==> src/rtl/axis_round_sequencer_pkg.sv <==
// Shared definitions for the axis round sequencer: FSM states, axis codes,
// sample width, default timing parameters and a counter-width helper.
package axis_round_sequencer_pkg;

  // Sequencer states
  typedef enum logic [2:0] {
    ST_HOLD   = 3'd0,
    ST_GAP    = 3'd1,
    ST_ISSUE  = 3'd2,
    ST_WAIT   = 3'd3,
    ST_FINISH = 3'd4
  } state_t;

  // Axis codes presented on rd_axis; code 3 is never produced
  localparam logic [1:0] AXIS_X = 2'd0;
  localparam logic [1:0] AXIS_Y = 2'd1;
  localparam logic [1:0] AXIS_Z = 2'd2;

  // Width of one axis sample
  localparam int unsigned DATA_W = 12;

  // Default timing parameters
  localparam int unsigned DEF_HOLD_TICKS  = 64;
  localparam int unsigned DEF_GAP_TICKS   = 100;
  localparam int unsigned DEF_TIMEOUT_CYC = 4096;

  // Smallest counter width able to represent max_val (never less than 1 bit)
  function automatic int unsigned cnt_width(input int unsigned max_val);
    if (max_val < 32'd2) begin
      return 1;
    end else begin
      return $clog2(max_val + 32'd1);
    end
  endfunction

endpackage

==> src/rtl/axis_round_sequencer_seq_tick_counter.sv <==
// Clearable up-counter that advances on an enable and saturates at MAX_VAL,
// so it can never wrap back to zero.
module seq_tick_counter
  import axis_round_sequencer_pkg::*;
#(
  parameter int unsigned MAX_VAL = DEF_GAP_TICKS,
  parameter int unsigned CNT_W   = cnt_width(MAX_VAL)
) (
  input  logic             i_clk,
  input  logic             i_rst,
  input  logic             i_clr,
  input  logic             i_en,
  output logic [CNT_W-1:0] o_count
);

  localparam logic [CNT_W-1:0] MAX_C = CNT_W'(MAX_VAL);
  localparam logic [CNT_W-1:0] ONE_C = CNT_W'(1);

  logic [CNT_W-1:0] r_count;

  // Count register: clear has priority over enable; holds once MAX_VAL is hit
  always_ff @(posedge i_clk or posedge i_rst) begin
    if (i_rst) begin
      r_count <= {CNT_W{1'b0}};
    end else if (i_clr) begin
      r_count <= {CNT_W{1'b0}};
    end else if (i_en && (r_count != MAX_C)) begin
      r_count <= r_count + ONE_C;
    end else begin
      r_count <= r_count;
    end
  end

  assign o_count = r_count;

endmodule

==> src/rtl/axis_round_sequencer.sv <==
// Axis round sequencer: after a power-on hold of HOLD_TICKS ticks it enables
// the sensor, then repeatedly waits GAP_TICKS ticks and (while run=1) reads
// X, Y and Z through a shared reader, latching each sample. A read that gets
// no answer within TIMEOUT_CYC cycles is skipped and flagged on sticky err.
//
// rd_start and round_done are registered decodes of the ISSUE and FINISH
// states, so each appears in the cycle after its state; this yields a
// rd_start-to-rd_start spacing of reader response time plus two cycles.
module axis_round_sequencer
  import axis_round_sequencer_pkg::*;
#(
  parameter int unsigned HOLD_TICKS  = DEF_HOLD_TICKS,
  parameter int unsigned GAP_TICKS   = DEF_GAP_TICKS,
  parameter int unsigned TIMEOUT_CYC = DEF_TIMEOUT_CYC
) (
  input  logic              CLK,
  input  logic              RST,
  input  logic              tick,
  input  logic              run,
  output logic              rd_start,
  output logic [1:0]        rd_axis,
  input  logic              rd_done,
  input  logic [DATA_W-1:0] rd_data,
  output logic [DATA_W-1:0] x_reg_temp,
  output logic [DATA_W-1:0] y_reg_temp,
  output logic [DATA_W-1:0] z_reg_temp,
  output logic              sensor_en,
  output logic              round_done,
  output logic              err
);

  localparam int unsigned HOLD_W = cnt_width(HOLD_TICKS);
  localparam int unsigned GAP_W  = cnt_width(GAP_TICKS);
  localparam int unsigned TO_W   = cnt_width(TIMEOUT_CYC);

  // Compare points: the hold expires on the tick that follows HOLD_TICKS-1
  // counted ticks; a read times out in its TIMEOUT_CYC-th cycle of WAIT.
  localparam logic [HOLD_W-1:0] HOLD_LAST = HOLD_W'(HOLD_TICKS - 32'd1);
  localparam logic [GAP_W-1:0]  GAP_FULL  = GAP_W'(GAP_TICKS);
  localparam logic [TO_W-1:0]   TO_LAST   = TO_W'(TIMEOUT_CYC - 32'd1);

  state_t r_state;
  state_t w_next_state;

  logic [1:0]        r_axis;
  logic              r_rd_start;
  logic              r_round_done;
  logic              r_sensor_en;
  logic              r_err;
  logic [DATA_W-1:0] r_x_temp;
  logic [DATA_W-1:0] r_y_temp;
  logic [DATA_W-1:0] r_z_temp;

  logic              w_hold_expire;
  logic              w_round_start;
  logic              w_capture;
  logic              w_timeout;
  logic              w_axis_inc;

  logic              w_hold_en;
  logic              w_gap_en;
  logic              w_gap_clr;
  logic              w_to_en;
  logic              w_to_clr;
  logic [HOLD_W-1:0] w_hold_cnt;
  logic [GAP_W-1:0]  w_gap_cnt;
  logic [TO_W-1:0]   w_to_cnt;

  // Ticks only count in HOLD and GAP; the timeout only runs while waiting
  // without an answer, so rd_done and tick have no effect elsewhere.
  assign w_hold_en = (r_state == ST_HOLD) && tick;
  assign w_gap_en  = (r_state == ST_GAP) && tick;
  assign w_gap_clr = w_hold_expire || (r_state == ST_FINISH);
  assign w_to_en   = (r_state == ST_WAIT) && !rd_done;
  assign w_to_clr  = (r_state == ST_ISSUE);

  seq_tick_counter #(
    .MAX_VAL (HOLD_TICKS),
    .CNT_W   (HOLD_W)
  ) u_hold_cnt (
    .i_clk   (CLK),
    .i_rst   (RST),
    .i_clr   (1'b0),
    .i_en    (w_hold_en),
    .o_count (w_hold_cnt)
  );

  seq_tick_counter #(
    .MAX_VAL (GAP_TICKS),
    .CNT_W   (GAP_W)
  ) u_gap_cnt (
    .i_clk   (CLK),
    .i_rst   (RST),
    .i_clr   (w_gap_clr),
    .i_en    (w_gap_en),
    .o_count (w_gap_cnt)
  );

  seq_tick_counter #(
    .MAX_VAL (TIMEOUT_CYC),
    .CNT_W   (TO_W)
  ) u_to_cnt (
    .i_clk   (CLK),
    .i_rst   (RST),
    .i_clr   (w_to_clr),
    .i_en    (w_to_en),
    .o_count (w_to_cnt)
  );

  // FSM state register
  always_ff @(posedge CLK or posedge RST) begin
    if (RST) begin
      r_state <= ST_HOLD;
    end else begin
      r_state <= w_next_state;
    end
  end

  // Next-state decode plus one-cycle control strobes for the datapath
  always_comb begin
    w_next_state  = r_state;
    w_hold_expire = 1'b0;
    w_round_start = 1'b0;
    w_capture     = 1'b0;
    w_timeout     = 1'b0;
    w_axis_inc    = 1'b0;
    case (r_state)
      ST_HOLD: begin
        if (tick && (w_hold_cnt == HOLD_LAST)) begin
          w_hold_expire = 1'b1;
          w_next_state  = ST_GAP;
        end else begin
          w_next_state  = ST_HOLD;
        end
      end
      ST_GAP: begin
        if ((w_gap_cnt == GAP_FULL) && run) begin
          w_round_start = 1'b1;
          w_next_state  = ST_ISSUE;
        end else begin
          w_next_state  = ST_GAP;
        end
      end
      ST_ISSUE: begin
        w_next_state = ST_WAIT;
      end
      ST_WAIT: begin
        // An answer in the timeout cycle still counts as an answer
        if (rd_done) begin
          w_capture = 1'b1;
        end else if (w_to_cnt == TO_LAST) begin
          w_timeout = 1'b1;
        end else begin
          w_capture = 1'b0;
        end
        if (w_capture || w_timeout) begin
          if (r_axis == AXIS_Z) begin
            w_next_state = ST_FINISH;
          end else begin
            w_axis_inc   = 1'b1;
            w_next_state = ST_ISSUE;
          end
        end else begin
          w_next_state = ST_WAIT;
        end
      end
      ST_FINISH: begin
        w_next_state = ST_GAP;
      end
      default: begin
        w_next_state = ST_HOLD;
      end
    endcase
  end

  // Axis selector: restarts at X for each round, steps after each read
  always_ff @(posedge CLK or posedge RST) begin
    if (RST) begin
      r_axis <= AXIS_X;
    end else if (w_round_start) begin
      r_axis <= AXIS_X;
    end else if (w_axis_inc) begin
      r_axis <= r_axis + 2'd1;
    end else begin
      r_axis <= r_axis;
    end
  end

  // Registered one-cycle strobes decoded from the ISSUE and FINISH states
  always_ff @(posedge CLK or posedge RST) begin
    if (RST) begin
      r_rd_start   <= 1'b0;
      r_round_done <= 1'b0;
    end else begin
      r_rd_start   <= (r_state == ST_ISSUE);
      r_round_done <= (r_state == ST_FINISH);
    end
  end

  // Sticky status: sensor enable after hold, error after any timeout
  always_ff @(posedge CLK or posedge RST) begin
    if (RST) begin
      r_sensor_en <= 1'b0;
      r_err       <= 1'b0;
    end else begin
      r_sensor_en <= r_sensor_en | w_hold_expire;
      r_err       <= r_err | w_timeout;
    end
  end

  // Sample capture into the register of the axis being read
  always_ff @(posedge CLK or posedge RST) begin
    if (RST) begin
      r_x_temp <= {DATA_W{1'b0}};
      r_y_temp <= {DATA_W{1'b0}};
      r_z_temp <= {DATA_W{1'b0}};
    end else if (w_capture) begin
      case (r_axis)
        AXIS_X:  r_x_temp <= rd_data;
        AXIS_Y:  r_y_temp <= rd_data;
        AXIS_Z:  r_z_temp <= rd_data;
        default: r_x_temp <= r_x_temp;
      endcase
    end else begin
      r_x_temp <= r_x_temp;
    end
  end

  assign rd_start   = r_rd_start;
  assign rd_axis    = r_axis;
  assign round_done = r_round_done;
  assign sensor_en  = r_sensor_en;
  assign err        = r_err;
  assign x_reg_temp = r_x_temp;
  assign y_reg_temp = r_y_temp;
  assign z_reg_temp = r_z_temp;

endmodule

==> config.mk <==
export PLATFORM = sky130hd
export DESIGN_NAME = axis_round_sequencer
export DESIGN_NICKNAME = d
export VERILOG_FILES = /design/src/rtl/axis_round_sequencer_pkg.sv /design/src/rtl/axis_round_sequencer_seq_tick_counter.sv /design/src/rtl/axis_round_sequencer.sv
export SDC_FILE = /design/constraint.sdc
export NUM_CORES = 1
export LEC_CHECK = 0
export CORE_MARGIN = 5
export CORE_UTILIZATION = 52
export DETAILED_ROUTE_END_ITERATION = 12
export PLACE_DENSITY_LB_ADDON = 0.1
export SYNTH_ARGS = -nofsm -noshare
export SYNTH_HDL_FRONTEND = slang
export SYNTH_SLANG_ARGS = --single-unit
==> constraint.sdc <==
create_clock -name CLK -period 3.5 [get_ports CLK]
set_input_delay 1.05 -clock CLK [delete_from_list [all_inputs] [get_ports CLK]]
set_output_delay 1.05 -clock CLK [all_outputs]
set_load 0.03 [all_outputs]
Yosys cells after proc, flatten, opt, wreduce, memory -nomap -nowiden
Index checks and enable logic that the tools add are counted.
{"block": "totals", "register_bits": 72, "input_bits": 17}
{"block": "classes", "add_sub_neg": 4, "n_eq_ne": 12, "n_mux": 25, "n_bitwise": 2, "n_reduce_logical": 19}
{"op": "$mux 13", "n": 2}
{"op": "$mux 1", "n": 15}
{"op": "$pmux 3 s5", "n": 1}
{"op": "$add 7x1->7 const B", "n": 2}
{"op": "$mux 7", "n": 2}
{"op": "$ne 7x7->1 const B", "n": 2}
{"op": "$add 13x1->13 const B", "n": 1}
{"op": "$eq 13x12->1 const B", "n": 1}
{"op": "$ne 13x13->1 const B", "n": 1}
{"op": "$logic_and 1x1->1", "n": 8}
{"op": "$eq 7x6->1 const B", "n": 1}
{"op": "$eq 7x7->1 const B", "n": 1}
{"op": "$eq 3x2->1 const B", "n": 2}
{"op": "$mux 2", "n": 3}
{"op": "$mux 3", "n": 2}
{"op": "$reduce_and 2->1", "n": 3}
{"op": "$reduce_bool 2->1", "n": 3}
{"op": "$eq 3x1->1 const B", "n": 1}
{"op": "$eq 3x3->1 const B", "n": 1}
{"op": "$logic_not 3->1", "n": 1}
{"op": "$add 2x1->2 const B", "n": 1}
{"op": "$eq 2x1->1 const B", "n": 1}
{"op": "$eq 2x2->1 const B", "n": 1}
{"op": "$logic_not 2->1", "n": 1}
{"op": "3 further kinds", "n": 5}

Longest topological paths before layout
{"block": "depth", "ltp_word": 9, "depth_mapped": 6, "depth_no_buf": 6}

By module
From an unflattened synthesis, not the netlist that was laid out.
{"block": "unflattened", "cells_unflattened": 305, "area_unflattened_um2": 3477.1}
{"mod": "axis_round_sequencer", "instances": 1, "cells_each": 136, "area_per_inst_um2": 1884.3}
{"mod": "seq_tick_counter (u_to_cnt)", "instances": 1, "cells_each": 80, "area_per_inst_um2": 748.2}
{"mod": "seq_tick_counter (u_hold_cnt)", "instances": 1, "cells_each": 47, "area_per_inst_um2": 441.7}
{"mod": "seq_tick_counter (u_gap_cnt)", "instances": 1, "cells_each": 42, "area_per_inst_um2": 402.9}

Worst setup path after synthesis
OpenSTA, ideal clock, no wires.
{"block": "synth_timing", "kind": "input -> register", "start": "input port rd_done", "end": "register u_to_cnt.r_count[11], in the netlist u_to_cnt.o_count[11]", "setup_time_ns": 0.122, "arrival_ns": 2.022, "path_slack_ns": 1.355, "stages": 5, "path_buffers": 1, "path_cell_list": "nand4bb_1 -> clkbuf_1 -> or4_1 -> nand3_1 -> o21ai_1"}
{"block": "synth_between", "elab_chain_len": 4}
{"element": "from (decl)", "line_no": "axis_round_sequencer.sv:22", "rtl": "input logic rd_done,"}
{"element": "$logic_not 1->1", "line_no": "axis_round_sequencer.sv:74", "rtl": "assign w_to_en = (r_state == ST_WAIT) && !rd_done;"}
{"element": "$logic_and 1x1->1", "line_no": "axis_round_sequencer.sv:74"}
{"element": "$logic_and 1x1->1", "line_no": "axis_round_sequencer_seq_tick_counter.sv:27", "rtl": "end else if (i_en && (r_count != MAX_C)) begin"}
{"element": "$reduce_bool 2->1 (no source line)"}
{"element": "to (signal assigned)", "line_no": "axis_round_sequencer_seq_tick_counter.sv:26", "rtl": "r_count <= {CNT_W{1'b0}};"}
{"element": "to (signal assigned)", "line_no": "axis_round_sequencer_seq_tick_counter.sv:28", "rtl": "r_count <= r_count + ONE_C;"}
{"element": "to (signal assigned)", "line_no": "axis_round_sequencer_seq_tick_counter.sv:30", "rtl": "r_count <= r_count;"}
{"element": "to (decl)", "line_no": "axis_round_sequencer_seq_tick_counter.sv:19", "rtl": "logic [CNT_W-1:0] r_count;"}
Every way passes these cells.
A chain may end at the register's enable or synchronous reset.

Final worst setup path
{"block": "layout_timing", "start": "input port rd_done", "end": "register u_to_cnt.r_count[10], in the netlist u_to_cnt.o_count[10]"}
Same word-level chain as after synthesis.

==> flow_summary.yaml <==
finish:
  nNetsFinal: 364
  layout-drive-gt1-share: 0.2070
  area_growth_pct: 26.98
  diodes: 0
  design_area_mm2: 0.004204
worst_hold_path:
  whs_path_depth: 1
  min_path_type: "reg -> reg"
clock_tree:
  path_clk_slew_ns: 0.07
  clkSinkCount: 72
  h-tree-depth: 3
  cts_buffers: 9
  cts_tree: "built"
  cts_buffer_depth: 2
  ctsHoldBuffers: 0
  insertion_delay_ns: 0.33
  root_buffer: "clkbuf_8"
  post_cts_buffers: 0
  ctsResizeCount: 0
setup_path:
  start_kind: "input port"
  path_max_fanout: 9
  crit_type: "in -> reg"
  worstRegToRegCells: 4
  reg2reg_slack_ns: 1.51
  cp_data_required_time_ns: 3.71
  arrival_ns: 2.92
  cp-end-kind: "register"
yosys:
  avgSynthCellArea_um2: 12.08
  ys_ff_latch: 72
  syn_nets: 300
  ys_seq_area_frac: 0.5442
  synth_edf_count: 0
  synthCells: 274
  yosys_most_used_dff: "dfrtp_1"
  netlist_top_cells_count: "dfrtp_1, mux2_2, nand2_1"
  ys_warn_count: 0
  ys_async_sr_fraction: 1.000
  syn_area_mm2: 0.003311
  yosys-top-cells-area: "dfrtp_1, mux2_2, ha_1"
  post-synth-top-count-cell: "dfrtp_1"
  ys_types: 52
  yosys.area.top_type: "dfrtp_1"
  synth_top_cell_area_share: 0.5442
floorplanning:
  core_area_mm2: 0.006277
  die_h_um: 89.79
  rows: 29
  start_util: 0.5274
  die-area_mm2: 0.008062
  chipWidth_um: 89.79
  ioPinCount: 59
placement:
  place_area_mm2: 0.003973
  port_buffers: 58
  routabilityCongestion: 0.7869
  hpwl_um: 4601
power_and_ir_drop:
  total_leakage_power_nw: 1.905
  peakVddDrop_mv: 0.5149
  seqPwrFrac: 0.380
  p_int_mw: 2.256
  total_power_mw: 3.561
  swShare: 0.3666
  p_switching_mw: 1.306
  pwr-share-comb: 0.412
  power_frac_clock: 0.208
  power_density_mw_per_mm2: 847.1
global_routing:
  grt_max_degree: 31
  met2_usage: 0.2567
  track_usage: 0.1670
  use_met1: 0.2183
  grt_pass1_vias: 2218
  met3_usage: 0.05092
  grt_pass1_wl_um: 10910
  overflow: 0
  antenna_found_initial: 0
  top_usage_layer: "met2"
timing:
  skew_ns: 0.01070
  max_freq_mhz: 369.3
  tightest_slew_ns: 0.6586
  rsz0062_at_grt: "no"
  post-route-min-period_ns: 2.708
  finalSetupViolCount: 0
  final.setup.tns_ns: 0
  hold_viol: 0
  period_share: 0.7737
  drv_slew: 0
  relSlewSlack: 0.5597
detailed_routing:
  viasPerCell: 5.319
  vias: 2234
  drc: 0
  dr.first_iter.drc_count: 73
  wl_um: 6374
  ant_nets: 0
  first_pass_iters: 4
  wl_per_cell_um: 15.18
run_status:
  status: "finished clean"
job:
  maxCapViolCount: 0
==> path summary, 6_finish.rpt <==
kind,startpoint,end
worst max-delay path,rd_done,u_to_cnt.o_count[10]
worst min-delay path,u_hold_cnt.o_count[5],u_hold_cnt.o_count[5]
worst max register to register,r_state[1],z_reg_temp[2]
worst min register to register,u_hold_cnt.o_count[5],u_hold_cnt.o_count[5]
max in group asynchronous,RST,u_to_cnt.o_count[6]
min in group asynchronous,RST,y_reg_temp[8]
==> worst max-delay path: stages <==
cell and delay [ns]:
clkdlybuf4s50_1 0.51, nand4bb_1 0.48, nor3_1 0.49, a31oi_1 0.16, a41o_1 0.23
==> per-stage QoR <==
stage / utilization / setup slack [ns] / hold slack (ns) / std cells
final: 0.6697 / 0.7920 / 0.4960 / 420
after global routing: 0.6697 / 0.7644 / 0.5237 / 420
after CTS: 0.6697 / 0.8715 / 0.4985 / 420
after detailed placement: 0.6328 / 0.5199 / 0.4802 / 404
after global placement: 0.6328 / 0.6522 / 0.4595 / 404
after floorplan: - / 0.6251 / 0.4509 / 274
==> cell usage in the layout, fill, tap and decap left out, types with 4 or more instances in the layout <==
cell type,Yosys,routed
inv_1,14,13
clkdlybuf4s50_1,0,58
nor2_1,17,17
dfrtp_1,72,72
clkbuf_8,0,11
nand3_1,11,11
mux2i_1,5,5
ha_1,9,9
nand4_1,8,8
o21ai_0,5,5
and2_1,4,4
xnor2_1,12,12
mux2_2,36,36
nor4_1,4,4
nand2_1,18,18
==> layout make-up <==
class,count,area (um2)
Tap cell,77,96.34
Sequential cell,72,1802
Inverter,15,57.56
Multi-Input combinational cell,178,1394
Fill cell,491,2073
Timing Repair Buffer,62,623.1
Clock inverter,4,76.32
Clock buffer,12,155.1
==> sequential cells by signal (all words and copies together), names as in the netlist <==
signal,flops
u_to_cnt.o_count,13
x_reg_temp,12
y_reg_temp,12
z_reg_temp,12
u_gap_cnt.o_count,7
u_hold_cnt.o_count,7
r_state,3
rd_axis,2
err,1
rd_start,1
round_done,1
sensor_en,1
==> logic make-up after synthesis <==
logic type	share of synthesized area
flip-flops	0.5442
AO/OA/AOI/OAI	0.06047
adder cells (fa/ha/maj)	0.03401
XOR/XNOR	0.03704
multiplexers	0.1376
AND/OR/NAND/NOR	0.1519
buffers and inverters	0.03477
==> layer usage <==
layer	part of all wire	up-vias
met5	0	-
met4	0.014	0
met3	0.048	8
met2	0.49	40
li1	-	1098
met1	0.45	1088
==> power by group through the flow <==
stage          Combinational, mW  Clock (mW)  Sequential (mW)
3_5_place_dp                1.48           0             1.37
6_report                    1.47       0.739             1.35
3_3_place_gp                1.46           0             1.36
2_1_floorplan              0.536           0             1.74
5_1_grt                     1.57       0.805             1.40
4_1_cts                     1.49       0.761             1.36
No activity file was read; power rests on OpenSTA's default activity.
